$ cat src/rtl/color_fsm_pkg.sv
// Shared colour encodings, error codes and the colour FSM plant model used
// by the steering driver and its step planner.
package color_fsm_pkg;

  localparam logic [1:0] RED       = 2'd0;
  localparam logic [1:0] BLUE      = 2'd1;
  localparam logic [1:0] GREEN     = 2'd2;
  localparam logic [1:0] NON_COLOR = 2'd3;

  localparam logic [1:0] ERR_NONE        = 2'd0;
  localparam logic [1:0] ERR_UNREACHABLE = 2'd1;
  localparam logic [1:0] ERR_MISMATCH    = 2'd2;
  localparam logic [1:0] ERR_TIMEOUT     = 2'd3;

  typedef struct packed {
    logic       illegal;
    logic [1:0] color;
  } obs_t;

  typedef enum logic [1:0] {
    ST_IDLE   = 2'd0,
    ST_STEP   = 2'd1,
    ST_VERIFY = 2'd2
  } state_t;

  // Illegal one-hot patterns still report NON_COLOR on the colour field.
  function automatic obs_t decode_rgb(input logic r, input logic b, input logic g);
    obs_t o;
    o.illegal = 1'b0;
    o.color   = NON_COLOR;
    case ({r, b, g})
      3'b100:  o.color = RED;
      3'b010:  o.color = BLUE;
      3'b001:  o.color = GREEN;
      3'b000:  o.color = NON_COLOR;
      default: o.illegal = 1'b1;
    endcase
    return o;
  endfunction

  function automatic logic [1:0] next_color(input logic [1:0] c, input logic [1:0] sw);
    logic [1:0] n;
    case (c)
      RED:     n = sw[1] ? RED : (sw[0] ? BLUE : NON_COLOR);
      BLUE:    n = sw[1] ? RED : BLUE;
      GREEN: begin
        case (sw)
          2'b00:   n = GREEN;
          2'b01:   n = RED;
          2'b10:   n = BLUE;
          default: n = NON_COLOR;
        endcase
      end
      default: n = sw[1] ? (sw[0] ? RED : BLUE) : NON_COLOR;
    endcase
    return n;
  endfunction

  function automatic logic [1:0] hold_code(input logic [1:0] c);
    return (c == RED) ? 2'b10 : 2'b00;
  endfunction

  // GREEN is unreachable from any other colour, so it only ever holds.
  function automatic logic [1:0] step_code(input logic [1:0] obs, input logic [1:0] tgt);
    logic [1:0] s;
    s = hold_code(obs);
    case (tgt)
      RED: s = 2'b11;
      BLUE: begin
        if (obs == RED)       s = 2'b01;
        else if (obs != BLUE) s = 2'b10;
      end
      NON_COLOR: begin
        case (obs)
          RED:     s = 2'b00;
          BLUE:    s = 2'b10;
          GREEN:   s = 2'b11;
          default: s = 2'b00;
        endcase
      end
      default: s = hold_code(obs);
    endcase
    return s;
  endfunction

endpackage

$ cat src/rtl/color_fsm_steering_driver_planner.sv
// Combinational step planner: picks the next switch code toward the target
// and predicts the colour the FSM should land on.
module color_step_planner
  import color_fsm_pkg::*;
(
  input  logic [1:0] obs_i,
  input  logic [1:0] target_i,
  output logic [1:0] step_o,
  output logic [1:0] pred_o,
  output logic       at_target_o,
  output logic       unreachable_o
);

  always_comb begin
    step_o        = step_code(obs_i, target_i);
    pred_o        = next_color(obs_i, step_o);
    at_target_o   = (obs_i == target_i);
    unreachable_o = (target_i == GREEN) && (obs_i != GREEN);
  end

endmodule

$ cat src/rtl/color_fsm_steering_driver.sv
// Closed-loop driver that steers the RGB colour FSM to a requested colour,
// checking each observed transition against the plant model.
module color_fsm_steering_driver
  import color_fsm_pkg::*;
#(
  parameter int MAX_STEPS  = 4,
  parameter int STEP_CNT_W = 3
) (
  input  logic       clk,
  input  logic       reset,
  input  logic       req_valid,
  input  logic [1:0] req_color,
  output logic       req_ready,
  output logic       SW0,
  output logic       SW1,
  input  logic       R,
  input  logic       B,
  input  logic       G,
  output logic       busy,
  output logic       done,
  output logic       error,
  output logic [1:0] err_code,
  output logic [1:0] cur_color
);

  localparam logic [STEP_CNT_W-1:0] MAX_CNT = STEP_CNT_W'(MAX_STEPS);

  state_t                state_q;
  logic [1:0]            sw_q;
  logic [1:0]            pred_q;
  logic [1:0]            target_q;
  logic [1:0]            err_code_q;
  logic [STEP_CNT_W-1:0] cnt_q;
  logic                  done_q;
  logic                  error_q;

  obs_t       obs;
  logic [1:0] plan_tgt;
  logic [1:0] plan_step;
  logic [1:0] plan_pred;
  logic       plan_at_tgt;
  logic       plan_unreach;

  assign obs      = decode_rgb(R, B, G);
  // Fresh requests plan against the incoming colour; mid-request uses the latched one.
  assign plan_tgt = (state_q == ST_IDLE) ? req_color : target_q;

  color_step_planner u_planner (
    .obs_i         (obs.color),
    .target_i      (plan_tgt),
    .step_o        (plan_step),
    .pred_o        (plan_pred),
    .at_target_o   (plan_at_tgt),
    .unreachable_o (plan_unreach)
  );

  always_ff @(posedge clk or posedge reset) begin
    if (reset) begin
      state_q    <= ST_IDLE;
      sw_q       <= 2'b10;
      pred_q     <= RED;
      target_q   <= RED;
      err_code_q <= ERR_NONE;
      cnt_q      <= '0;
      done_q     <= 1'b0;
      error_q    <= 1'b0;
    end else begin
      done_q  <= 1'b0;
      error_q <= 1'b0;
      case (state_q)
        ST_IDLE: begin
          sw_q <= hold_code(obs.color);
          if (req_valid) begin
            target_q <= req_color;
            if (obs.illegal) begin
              error_q    <= 1'b1;
              err_code_q <= ERR_MISMATCH;
            end else if (plan_at_tgt) begin
              done_q <= 1'b1;
            end else if (plan_unreach) begin
              error_q    <= 1'b1;
              err_code_q <= ERR_UNREACHABLE;
            end else begin
              sw_q    <= plan_step;
              pred_q  <= plan_pred;
              cnt_q   <= STEP_CNT_W'(1);
              state_q <= ST_STEP;
            end
          end
        end
        // The colour FSM samples the step code on this edge; park on its hold code.
        ST_STEP: begin
          sw_q    <= hold_code(pred_q);
          state_q <= ST_VERIFY;
        end
        ST_VERIFY: begin
          if (obs.illegal || (obs.color != pred_q)) begin
            error_q    <= 1'b1;
            err_code_q <= ERR_MISMATCH;
            state_q    <= ST_IDLE;
          end else if (plan_at_tgt) begin
            done_q  <= 1'b1;
            state_q <= ST_IDLE;
          end else if (cnt_q == MAX_CNT) begin
            error_q    <= 1'b1;
            err_code_q <= ERR_TIMEOUT;
            state_q    <= ST_IDLE;
          end else begin
            sw_q    <= plan_step;
            pred_q  <= plan_pred;
            cnt_q   <= cnt_q + 1'b1;
            state_q <= ST_STEP;
          end
        end
        default: state_q <= ST_IDLE;
      endcase
    end
  end

  assign req_ready = (state_q == ST_IDLE);
  assign busy      = (state_q != ST_IDLE);
  assign SW1       = sw_q[1];
  assign SW0       = sw_q[0];
  assign done      = done_q;
  assign error     = error_q;
  assign err_code  = err_code_q;
  assign cur_color = obs.color;

endmodule

$ cat config.mk
export PLATFORM = sky130hd
export DESIGN_NAME = color_fsm_steering_driver
export DESIGN_NICKNAME = d
export VERILOG_FILES = /design/src/rtl/color_fsm_pkg.sv /design/src/rtl/color_fsm_steering_driver_planner.sv /design/src/rtl/color_fsm_steering_driver.sv
export SDC_FILE = /design/constraint.sdc
export NUM_CORES = 1
export LEC_CHECK = 0
export CAP_MARGIN = 10
export CORE_MARGIN = 2
export CORE_UTILIZATION = 25
export DETAILED_ROUTE_END_ITERATION = 8
export HOLD_SLACK_MARGIN = 0.06
export PLACE_DENSITY_LB_ADDON = 0.05
export SLEW_MARGIN = 20
export SYNTH_ARGS = -nofsm -noshare
export SYNTH_HDL_FRONTEND = slang
export SYNTH_SLANG_ARGS = --single-unit
$ cat constraint.sdc
create_clock -name clk -period 3.6 [get_ports clk]
set_input_delay 0.72 -clock clk [delete_from_list [all_inputs] [get_ports clk]]
set_output_delay 0.72 -clock clk [all_outputs]
set_load 0.02 [all_outputs]
==> metrics.csv, run 1 <==
metric,value,unit
crit_arrival,3.56,ns
die_x,80.1,um
grt_max_degree,16,
cts_sinks,15,
regArea,377,sq um
static-leakage-power,0.859,nW
worstSkewPairLatency,0.26,ns
regToRegStartpoint,state_q[1],
r2r_setup_slack,0.69,ns
hold_viol_final,0,
place.gp.congestion,0.796,
post-synth-top-area-cell,dfrtp_1,
period_share,95.2,%
reg2regPathDepth,10,
fp.dieH,80.1,um
synth_seq_area_share,26.0,%
clk_pin_slew,0.07,ns
report.final.setup_viol,0,
hold_class,flop to flop,
dieArea,0.00642,sq mm
place.port_buffers,17,
nFillCells,593,
r2r_end,pred_q[1],
endpoint,pred_q[1],
ir_worst_vdd,0.225,mV
grt_antenna_before_repair,0,
synth_cells,158,
status,"finished, final reports clean",
crit_path_end_kind,flop,
max_freq,292,MHz
yosysMostFrequentCell,inv_1,
period_needed,3.43,ns
synth_common_cells,"inv_1, nand2_1, dfrtp_1",
ys.flop_type,dfrtp_1,
htreeDepth,1,
final_max_slew_viol_count,0,
crit_required,3.73,ns
viasPerCell,4.86,
syn-cell-area,0.00145,sq mm
synth_cell_types,45,
cap_violations,0,
synth-seq-cells,15,
cts_hold_buf,0,
synth-async-reset-ratio,100,%
slew_headroom,59.4,%
yosysWarnings,0,
cts_root_buf,clkbuf_8,
crit_path_start_kind,input port,
rsz0062_at_grt,no,
yosys.area.top_type_share,24.2,%
layout.cells.non_filler,271,
area_delta_synth_final,33.4,%
fin_skew,0.00769,ns
multi_input_area,977,sq um
synth_edf_count,0,
syn_nets,178,
fin_nets,220,
synth.avg_cell_area,9.16,sq um
grt-ovfl-total,0,
crit_type,input port to flop,
rows,27,
drc,0,
startpoint,B,
num_vias,1317,
dp_cells,265,
grt_pass1_wl,6220,um
postRouteAntennaNets,0,
core,0.00554,sq mm
grt.total_usage,12.5,%
postRouteWirelength,3870,um
hold_start,sw_q[1],
cts_buffer_depth,2,
power.density_cell_area,668,mW/mm^2
first_pass_iters,4,
grt_pass1_vias,1221,
place_hpwl,3000,um
cts_tree,built,
tightest_slew,0.608,ns
fin_setup_tns,0,ns
antenna_cells,0,
start_util,26.1,%
drtIter0Drc,41,
final_area,0.00193,sq mm
num_io_pins,18,
dpl-instance-area,0.00187,sq mm
drive_gt1_share,26.1,%
wire_per_inst,14.3,um
synthTopCellsByArea,"dfrtp_1, ha_1, mux2_2",
cts_buffers,3,
worst-path-max-fanout,12,
==> worst max-delay path, stage by stage <==
cell             delay (ns)
clkdlybuf4s50_1        0.42
buf_4                  0.19
nor2_1                 0.11
nand2_1                0.10
ha_1                   0.33
and3b_1                0.18
o32ai_1                0.41
o221ai_2               0.17
inv_1                  0.08
ha_1                   0.12
inv_1                  0.03
a222oi_1               0.32
a31oi_1                0.07
mux2_1                 0.30
==> layout by cell type (no fill, tap or decap), types with 3 or more instances in the layout <==
cell type	netlist	layout
buf_4	0	26
inv_1	21	21
nand2_1	15	15
clkdlybuf4s50_1	0	15
dfrtp_1	14	14
ha_1	12	11
mux2_2	9	9
nor2_1	9	9
a21oi_1	6	6
nand2b_1	5	5
o21ai_0	5	5
a22oi_1	4	4
mux2i_1	4	4
o21bai_1	3	3
o32ai_1	3	3
mux2_1	3	3
clkbuf_8	0	3
==> where the power goes <==
part / switching [mW] / leakage [nW] / internal (mW) / total, mW
Clock: 0.0699 / 0.0255 / 0.0770 / 0.147
Combinational: 0.445 / 0.651 / 0.406 / 0.850
Sequential: 0.0546 / 0.183 / 0.239 / 0.293
==> metrics by stage <==
step	setup slack [ns]	util (%)	total power, mW	hold slack [ns]
final	0.174	34.9	1.29	0.491
after global routing	0.00557	34.9	1.39	0.515
after CTS	0.00947	34.5	1.28	0.499
after detailed placement	-0.236	33.7	1.13	0.483
after global placement	-0.117	33.7	1.13	0.488
after floorplan	0.0250	-	0.833	0.498
==> per-layer routing <==
layer / up-vias / GRT usage [%] / wire [um]
li1: 659 / - / -
met1: 627 / 17.4 / 1920
met2: 26 / 19.8 / 1670
met3: 5 / 3.03 / 248
met4: 0 / 2.54 / 30
met5: - / 0 / 0
==> what timing repair did <==
action,4_1_cts,5_1_grt
pin swaps,0,1
setup buffers,0,2
setup endpoints to repair,2,5
resized for setup,2,2
==> worst min-delay path by stage <==
stage	to	slack, ns	depth (start not counted)
global placement	sw_q[1]	0.49	2
detailed placement	sw_q[1]	0.48	2
floorplan	pred_q[1]	0.50	1
CTS	sw_q[1]	0.50	2
global route	sw_q[1]	0.51	2
finish	sw_q[1]	0.49	2
==> cell type report <==
class | instances | share of cell area [%]
clock buffers | 3 | 2.14
clock inverters | 1 | 0.259
inverters | 21 | 4.08
multi-input cells | 116 | 50.6
flip-flops and latches | 15 | 19.5
well taps | 72 | 4.66
repair buffers | 43 | 18.8
==> state kept, by name, summed over array words and instances, names as in the netlist <==
name / cells
err_code: 2
sw_q: 2
pred_q: 2
done: 1
target_q: 2
cnt_q: 3
state_q: 2
error: 1
==> cell families after synthesis <==
| kind of cell | count (synthesis) | share of synthesized area, % |
|---|---|---|
| AND/OR/NAND/NOR | 41 | 14.8 |
| buffers and inverters | 27 | 7.43 |
| XOR/XNOR | 2 | 2.25 |
| AO/OA/AOI/OAI | 44 | 26.4 |
| adder cells (fa/ha/maj) | 13 | 11.1 |
| multiplexers | 16 | 12.1 |
| flip-flops | 15 | 26.0 |
Power figures use the tool's default switching activity.
==> run 2, diff against run 1 <==
--- a/config.mk
+++ b/config.mk
@@ -11,6 +11,7 @@
 export DETAILED_ROUTE_END_ITERATION = 8
 export HOLD_SLACK_MARGIN = 0.06
 export PLACE_DENSITY_LB_ADDON = 0.05
+export SKIP_CTS_REPAIR_TIMING = 1
 export SLEW_MARGIN = 20
 export SYNTH_ARGS = -nofsm -noshare
 export SYNTH_HDL_FRONTEND = slang
==> constraint.sdc (replaced) <==
create_clock -name clk -period 3.93 [get_ports clk]
set_input_delay 0.786 -clock clk [delete_from_list [all_inputs] [get_ports clk]]
set_output_delay 0.786 -clock clk [all_outputs]
set_load 0.02 [all_outputs]
==> run 2 against run 1 <==
Compared with the run above:
- sequential power shrank 7.2%
- clock power decreased by 16%
- worst hold slack improved by 0.023 ns
- register-to-register slack better by 0.29 ns
- worst setup slack gained 0.067 ns
- critical path type is now input port to output port
==> metrics.csv, run 2 (same netlist as run 1, synthesis figures left out) <==
metric,value,unit,change
rsz0062_at_grt,no,,
r2r_setup_slack,0.98,ns,+0.29 ns
hold_class,flop to flop,,
postRouteWirelength,3790,um,-2.1%
static-leakage-power,0.805,nW,-6.4%
place.port_buffers,17,,unchanged
grt.total_usage,12.5,%,-0.018 points
layout.cells.non_filler,259,,-4.4%
antenna_cells,0,,unchanged
num_vias,1288,,-2.2%
hold_start,sw_q[1],,
holdPathStages,2,,unchanged
worst-path-max-fanout,8,,-4
cts_sinks,15,,unchanged
place_hpwl,2950,um,-1.5%
grt_pass1_vias,1252,,+2.5%
clk_pin_slew,0.06,ns,about the same
fin_skew,0.00473,ns,-0.00296 ns
die_x,80.1,um,unchanged
dp_cells,255,,-3.8%
period_share,93.9,%,
max_freq,271,MHz,
core,0.00554,sq mm,unchanged
grt_max_degree,16,,unchanged
crit_type,input port to output port,,
final_area,0.00184,sq mm,-4.7%
r2r_end,pred_q[1],,
ir_worst_vdd,0.215,mV,-4.5%
crit_required,3.14,ns,-0.59 ns
largest-register,cnt_q,,
area_delta_synth_final,27.2,%,
fp.dieH,80.1,um,unchanged
power.density_cell_area,611,mW/mm^2,-8.5%
cts_buffers,3,,unchanged
start_util,26.1,%,unchanged
crit_arrival,2.90,ns,-0.66 ns
place.gp.congestion,0.806,,+1.3%
drtIter0Drc,90,,+120%
crit_path_start_kind,input port,,
regToRegStartpoint,state_q[0],,
fin_setup_tns,0,ns,unchanged
final_max_slew_viol_count,0,,unchanged
fin_nets,208,,-5.5%
final_common_cell,inv_1,,
reg2regPathDepth,10,,unchanged
whs,0.514,ns,+0.0233 ns
grt_pass1_wl,6220,um,+0.11%
dieArea,0.00642,sq mm,unchanged
tightest_slew,0.607,ns,-0.00134 ns
htreeDepth,1,,unchanged
largest_reg_flops,3,,unchanged
hold_viol_final,0,,unchanged
cts_buffer_depth,2,,unchanged
hold-path-endpoint,sw_q[1],,
wire_per_inst,14.6,um,+2.5%
period_needed,3.69,ns,
worstSkewPairLatency,0.25,ns,about the same
drc,0,,unchanged
drive_gt1_share,20.9,%,-5.3 points
num_io_pins,18,,unchanged
status,"finished, final reports clean",,
postRouteAntennaNets,0,,unchanged
grt_antenna_before_repair,0,,unchanged
dpl-instance-area,0.00178,sq mm,-4.4%
rows,27,,unchanged
final_cell_mix,"inv_1, clkdlybuf4s50_1, nand2_1, dfrtp_1, buf_4",,
first_pass_iters,4,,unchanged
slew_headroom,59.5,%,+0.089 points
cts_root_buf,clkbuf_8,,
viasPerCell,4.97,,+2.3%
cts_tree,built,,
cap_violations,0,,unchanged
grt-ovfl-total,0,,unchanged
report.final.setup_viol,0,,unchanged
crit_path_end_kind,output port,,
[run 2: where the power goes]
part / internal [mW] / total, mW / switching [mW]
combinational: 0.331 / 0.729 / 0.398
sequential: 0.219 / 0.272 / 0.0529
clock: 0.0702 / 0.124 / 0.0542
[run 2: worst max path at each step]
stage,from,end,slack (ns),cells after the start
after floorplan,B,pred_q[1],0.17,15
after global placement,B,pred_q[1],0.003,14
after detailed placement,B,pred_q[1],0.006,14
after CTS,B,cur_color[1],0.17,9
after global routing,B,pred_q[1],0.06,13
final,B,cur_color[1],0.24,9
[run 2: cell type report]
class                      count  area [sq um]
timing repair buffer          31           275
clock buffer                   3          41.3
clock inverter                 1          5.00
fill                         591          3700
sequential                    15           377
tap                           72          90.1
multi-input combinational    116           975
inverter                      21          78.8
[run 2: metrics by stage]
| stage | power (mW) | util [%] | setup slack [ns] |
|---|---|---|---|
| after detailed placement | 1.00 | 32.2 | 0.00583 |
| after global routing | 1.23 | 33.2 | 0.0578 |
| after floorplan | 0.757 | - | 0.167 |
| after global placement | 1.00 | 32.2 | 0.00277 |
| final | 1.13 | 33.2 | 0.241 |
| after CTS | 1.14 | 33.0 | 0.172 |
[run 2: metal layers]
metal	up-vias	wire, um	global-route usage (%)
met3	4	193	2.47
met1	614	1820	17.4
met4	0	34	4.75
met2	38	1740	19.0
met5	-	0	0
li1	632	-	-
[run 2: critical path, cell delays in order]
cell	delay (ns)
clkdlybuf4s50_1	0.48
inv_1	0.06
nor3_2	0.19
inv_1	0.08
ha_1	0.29
o21bai_1	0.20
a22oi_1	0.18
inv_1	0.09
clkdlybuf4s50_1	0.54
